$ cat config.mk
export PLATFORM = sky130hd
export DESIGN_NAME = buck_ctrl_sync
export DESIGN_NICKNAME = d
export VERILOG_FILES = /design/src/rtl/buck_ctrl_sync.sv
export SDC_FILE = /design/constraint.sdc
export NUM_CORES = 1
export LEC_CHECK = 0
export ABC_CLOCK_PERIOD_IN_PS = 4850
export CORE_UTILIZATION = 50
export CTS_CLUSTER_DIAMETER = 200
export DETAILED_ROUTE_END_ITERATION = 16
export DONT_BUFFER_PORTS = 1
export GPL_ROUTABILITY_DRIVEN = 0
export HOLD_SLACK_MARGIN = 0.12
export PLACE_DENSITY = 0.72
export SLEW_MARGIN = 10
export SYNTH_ARGS = -nofsm -noshare
export SYNTH_HDL_FRONTEND = slang
export SYNTH_SLANG_ARGS = --single-unit
$ cat constraint.sdc
create_clock -name clk -period 4.85 [get_ports clk]
set_input_delay 0.97 -clock clk [delete_from_list [all_inputs] [get_ports clk]]
set_output_delay 0.97 -clock clk [all_outputs]
set_load 0.005 [all_outputs]
$ cat src/rtl/buck_ctrl_sync.sv
// Buck converter switching controller.
// Synchronizes the UV / over-current / zero-crossing comparator flags and
// sequences the PMOS and NMOS switch enables with break-before-make dead
// time, min/max on-time limits and a sticky runaway fault.
module buck_ctrl_sync #(
  parameter int SYNC_STAGES = 2,   // flops per async input, >= 2
  parameter int DEAD_CYC    = 2,   // both-off cycles between switch phases, >= 1
  parameter int MIN_ON_CYC  = 4,   // on-cycles before oc/zc may end a phase, >= 1
  parameter int MAX_ON_CYC  = 64,  // forced phase end, > MIN_ON_CYC
  parameter int CNT_W       = 8,   // phase counter width, must hold MAX_ON_CYC
  parameter int FAULT_LIMIT = 4    // consecutive max-on PMOS phases that trip fault
) (
  input  logic clk,
  input  logic nrst,
  input  logic en,
  input  logic uv,
  input  logic oc,
  input  logic zc,
  output logic p_on,
  output logic n_on,
  output logic fault,
  output logic busy
);

  localparam int FCNT_W = $clog2(FAULT_LIMIT + 1);

  localparam logic [CNT_W-1:0]  DEAD_LAST = CNT_W'(DEAD_CYC - 1);
  localparam logic [CNT_W-1:0]  MIN_LAST  = CNT_W'(MIN_ON_CYC - 1);
  localparam logic [CNT_W-1:0]  MAX_LAST  = CNT_W'(MAX_ON_CYC - 1);
  localparam logic [FCNT_W-1:0] FAULT_MAX = FCNT_W'(FAULT_LIMIT);

  typedef enum logic [2:0] {
    S_IDLE,
    S_DEAD_P,
    S_P_ON,
    S_DEAD_N,
    S_N_ON
  } state_t;

  // What happens to the runaway bookkeeping on this edge.
  typedef enum logic [1:0] {
    FC_HOLD,   // leave fault counter and fault alone
    FC_CLR,    // healthy oc-terminated phase: restart the run count
    FC_INC,    // max-on phase: count it, maybe trip fault
    FC_RESET   // disabled in IDLE: clear count and the sticky fault
  } fcnt_op_t;

  logic [SYNC_STAGES-1:0] uv_sync, oc_sync, zc_sync;
  logic                   uv_s, oc_s, zc_s;

  state_t                 state, state_nxt;
  fcnt_op_t               fcnt_op;
  logic [CNT_W-1:0]       cnt;
  logic [FCNT_W-1:0]      fcnt, fcnt_inc;

  // Shift each comparator flag through its synchronizer chain.
  // NOTE: non-blocking assignments make every flop sample the pre-edge value,
  // which is what turns this into a chain rather than a single wire.
  always_ff @(posedge clk or negedge nrst) begin
    if (!nrst) begin
      uv_sync <= '0;
      oc_sync <= '0;
      zc_sync <= '0;
    end else begin
      uv_sync <= {uv_sync[SYNC_STAGES-2:0], uv};
      oc_sync <= {oc_sync[SYNC_STAGES-2:0], oc};
      zc_sync <= {zc_sync[SYNC_STAGES-2:0], zc};
    end
  end

  assign uv_s = uv_sync[SYNC_STAGES-1];
  assign oc_s = oc_sync[SYNC_STAGES-1];
  assign zc_s = zc_sync[SYNC_STAGES-1];

  // Saturating increment of the consecutive max-on phase count.
  assign fcnt_inc = (fcnt == FAULT_MAX) ? fcnt : fcnt + 1'b1;

  // Next-state and fault-bookkeeping decision from the synchronized flags.
  // NOTE: every variable gets a default before the case, so no branch can
  // leave one unassigned and infer a latch.
  always_comb begin
    state_nxt = state;
    fcnt_op   = FC_HOLD;
    unique case (state)
      S_IDLE: begin
        if (en && uv_s && !fault) begin
          state_nxt = S_DEAD_P;
        end else if (!en) begin
          fcnt_op = FC_RESET;
        end
      end
      S_DEAD_P: begin
        if (!en) begin
          state_nxt = S_IDLE;
        end else if (cnt == DEAD_LAST) begin
          state_nxt = S_P_ON;
        end
      end
      S_P_ON: begin
        // oc is tested before max-on so a coincident oc counts as healthy.
        if (!en) begin
          state_nxt = S_DEAD_N;
        end else if (oc_s && (cnt >= MIN_LAST)) begin
          state_nxt = S_DEAD_N;
          fcnt_op   = FC_CLR;
        end else if (cnt == MAX_LAST) begin
          state_nxt = S_DEAD_N;
          fcnt_op   = FC_INC;
        end
      end
      S_DEAD_N: begin
        // en is ignored from here on so the inductor always discharges.
        if (cnt == DEAD_LAST) begin
          state_nxt = S_N_ON;
        end
      end
      S_N_ON: begin
        if ((zc_s && (cnt >= MIN_LAST)) || (cnt == MAX_LAST)) begin
          state_nxt = S_IDLE;
        end
      end
      default: state_nxt = S_IDLE;
    endcase
  end

  // State, phase counter, fault tracking and registered outputs.
  always_ff @(posedge clk or negedge nrst) begin
    if (!nrst) begin
      state <= S_IDLE;
      cnt   <= '0;
      fcnt  <= '0;
      fault <= 1'b0;
      p_on  <= 1'b0;
      n_on  <= 1'b0;
      busy  <= 1'b0;
    end else begin
      state <= state_nxt;
      // The counter restarts on every state entry; wrap in IDLE is harmless.
      cnt   <= (state_nxt != state) ? '0 : cnt + 1'b1;
      // Outputs decode the next state so they change on the same edge.
      p_on  <= (state_nxt == S_P_ON);
      n_on  <= (state_nxt == S_N_ON);
      busy  <= (state_nxt != S_IDLE);
      unique case (fcnt_op)
        FC_CLR: fcnt <= '0;
        FC_INC: begin
          fcnt <= fcnt_inc;
          if (fcnt_inc == FAULT_MAX) begin
            fault <= 1'b1;
          end
        end
        FC_RESET: begin
          fcnt  <= '0;
          fault <= 1'b0;
        end
        default: ;
      endcase
    end
  end

endmodule
==> metrics.yaml <==
outcome:
  status: "finished clean"
logic_synthesis:
  seq_area_frac_synth_pct: 47.1
  synth.ff_latch_count: 24
  syn_area_um2: 1270
  synthArstFlopShare_pct: 100
  synth_flop_cell: "dfrtp_1"
  yosys_warnings: 0
  synth_top_family_by_area: "simple AND/OR/NAND/NOR gates"
  synth_simple_gate_area_share_pct: 22.0
  synth.net_count: 131
  yosys.area.top_type_share_pct: 47.1
  synth_cells: 121
  yosys.area.top_type: "dfrtp_1"
  synth_fa_ha_area_share_pct: 3.93
  synthTopCellsByArea: "dfrtp_1 47%, ha_1 3.9%, xor2_1 3.4%"
  synth_xor_xnor_area_share_pct: 4.12
  synth_cell_types: 45
  muxShareOfSynthArea_pct: 1.67
  synth_compound_area_share_pct: 17.7
  syn_area_per_cell_um2: 10.5
  synth_edf_count: 0
clocking:
  cts-resized-gates: 0
  clk_latency_ns: 0.33
  cts-hold-fix-buffers: 0
  cts_setup_buffers: 0
  clockRootBuffer: "clkbuf_4"
  clock_path_buffers: 2
  cts_buffers: 3
  clk_transition_reported_paths_ns: 0.14
  htreeDepth: 1
  clock-sinks: 24
  cts_tree: "yes"
power:
  pwr_density_cell_nw_per_um2: 460
  swShare_pct: 39.6
  leakage_nw: 0.549
  power_switching_uw: 241
  share_comb_of_total_power_pct: 35.0
  power_frac_seq_pct: 47.6
  power_frac_clock_pct: 17.5
  ir_drop_v: 0.000310
  p_int_uw: 368
drt:
  routedWlPerCell_um: 15.1
  drc: 0
  ant_nets: 0
  via_per_inst: 6.13
  vias: 914
  wl_mm: 2.25
  drtPass1Iterations: 4
  drtIter0Drc: 7
flow_run:
  cap_violations: 0
global_route:
  grt_use_met1_pct: 26.3
  globalRouteOverflowTotal: 0
  track_usage_pct: 19.9
  first_global_vias: 865
  grt_pass1_wl_mm: 3.90
  antenna_found_initial: 0
  busiest_layer: "met2"
  grt_max_degree: 25
  grtUsageMet2_pct: 31.2
  use_met3_pct: 6.38
sta:
  skew_ns: 0.0178
  maxSlewHeadroom_pct: 64.8
  max_freq_mhz: 486
  worstMarginPinSlew_ns: 0.527
  fin_crit_ns: 2.06
  setup_violations: 0
  period_share_pct: 42.4
  hold_violations: 0
  rsz0062_at_grt: "false"
  fin_tns_setup_ns: 0
  report.final.slew_viol_count: 0
setup_path:
  crit_path_end_kind: "flip-flop"
  cp_slowest_stage_delay_ns: 0.48
  start_kind: "flip-flop"
  cp_cell_sequence: "ha_1 > nor3b_1 > a221oi_2 > o2111ai_2 > nor3_1"
  required_ns: 5.04
  critPathSlowestCell: "nor3b_1"
  critPathKind: "reg -> reg"
  arrival_ns: 2.25
  path_max_fanout: 8
floorplan:
  ios: 10
  coreArea_um2: 2300
  die_h_um: 52.5
  start_util_pct: 55.5
  die_x_um: 52.5
  num_rows: 17
  dieArea_um2: 2760
min_path:
  hold_class: "in -> async"
cells_and_area:
  final_cell_area_um2: 1320
  final_nets: 132
  diodes: 0
  stdcell_count: 149
  area_delta_synth_final_pct: 3.83
  drive_above_1_share_pct: 11.6
placed_design:
  dpl.cell_count: 145
  dp_hpwl_mm: 1.65
  portBuffers: 0
  placed_area_um2: 1290
## kinds of logic after synthesis
group / after synthesis
xor+xnor: 6
fa+ha+maj: 4
mux: 2
flops: 24
buf+inv: 10
simple gates: 49
compound gates: 26
## path summary, 6_finish.rpt
kind / cells after the start / to / from / slack, ns
worst max-delay path: 5 / cnt[6]$_DFF_PN0_ / cnt[0]$_DFF_PN0_ / 2.79
worst min-delay path: 0 / fcnt[2]$_DFFE_PN0P_ / nrst / 0.31
worst max register to register: 5 / cnt[6]$_DFF_PN0_ / cnt[0]$_DFF_PN0_ / 2.79
worst min register to register: 0 / uv_sync[1]$_DFF_PN0_ / uv_sync[0]$_DFF_PN0_ / 0.36
max in group asynchronous: 0 / oc_sync[0]$_DFF_PN0_ / nrst / 4.45
min in group clk: 0 / uv_sync[1]$_DFF_PN0_ / uv_sync[0]$_DFF_PN0_ / 0.36
## critical path, delay by kind of cell, from the launching register on
family          cells  cell delay, ns
simple gates        2            0.59
flops               1            0.46
compound gates      2            0.62
fa+ha+maj           1            0.26
## synth_stat cells (all sizes together), types with 2 or more instances
library cell / number
a21oi: 3
and3: 2
and3b: 2
and4: 2
buf: 3
dfrtp: 24
ha: 4
inv: 6
nand2: 7
nand3: 8
nand4: 3
nor2: 6
nor2b: 2
nor3: 8
nor3b: 2
nor4: 2
o2111ai: 2
o211ai: 3
o21ai: 7
o22ai: 2
xor2: 5
## power groups by stage
stage / clock [mW] / combinational (mW) / sequential (mW)
6_report: 0.106 / 0.213 / 0.290
5_1_grt: 0.119 / 0.236 / 0.296
4_1_cts: 0.109 / 0.211 / 0.289
3_5_place_dp: 0 / 0.210 / 0.292
3_3_place_gp: 0 / 0.206 / 0.289
2_1_floorplan: 0 / 0.193 / 0.268
## metrics by stage
stage               hold slack, ns  util, %  power [mW]  setup slack, ns
detailed placement           0.335     56.0       0.503             2.74
global placement             0.334     56.0       0.496             2.80
CTS                          0.308     57.6       0.609             2.76
finish                       0.310     57.6       0.609             2.79
global route                 0.280     57.6       0.651             2.65
floorplan                    0.331        -       0.460             2.80
## registers in the layout (all words and copies together) (netlist names)
signal and flops:
p_on 1, uv_sync 2, cnt 8, oc_sync 2, busy 1, state 3
fcnt 3, n_on 1, zc_sync 2, fault 1
## area by class of cell
cell class                      count  area, um2
Inverter                            6       22.5
Tap cell                           28       35.0
Fill cell                         196        973
Clock buffer                        4       36.3
Sequential cell                    24        601
Multi-Input combinational cell     87        629
## layout by cell type (no fill, tap or decap), types with 2 or more instances in the layout
cell       n
and3_1     2
nor2b_1    2
xor2_1     5
nand3_1    8
and3b_1    2
ha_1       4
nor2_1     6
dfrtp_1   24
a21oi_1    3
nor3b_1    2
nor3_1     8
nand4_1    3
nand2_1    7
o21ai_0    6
o22ai_1    2
clkbuf_4   3
o211ai_1   2
inv_1      6
## routing by layer
metal	routed length, um	up-vias
met5	0	-
met4	16	0
met3	77	2
met2	1030	12
met1	1130	453
li1	-	447
(Power assumes the default switching activity.)
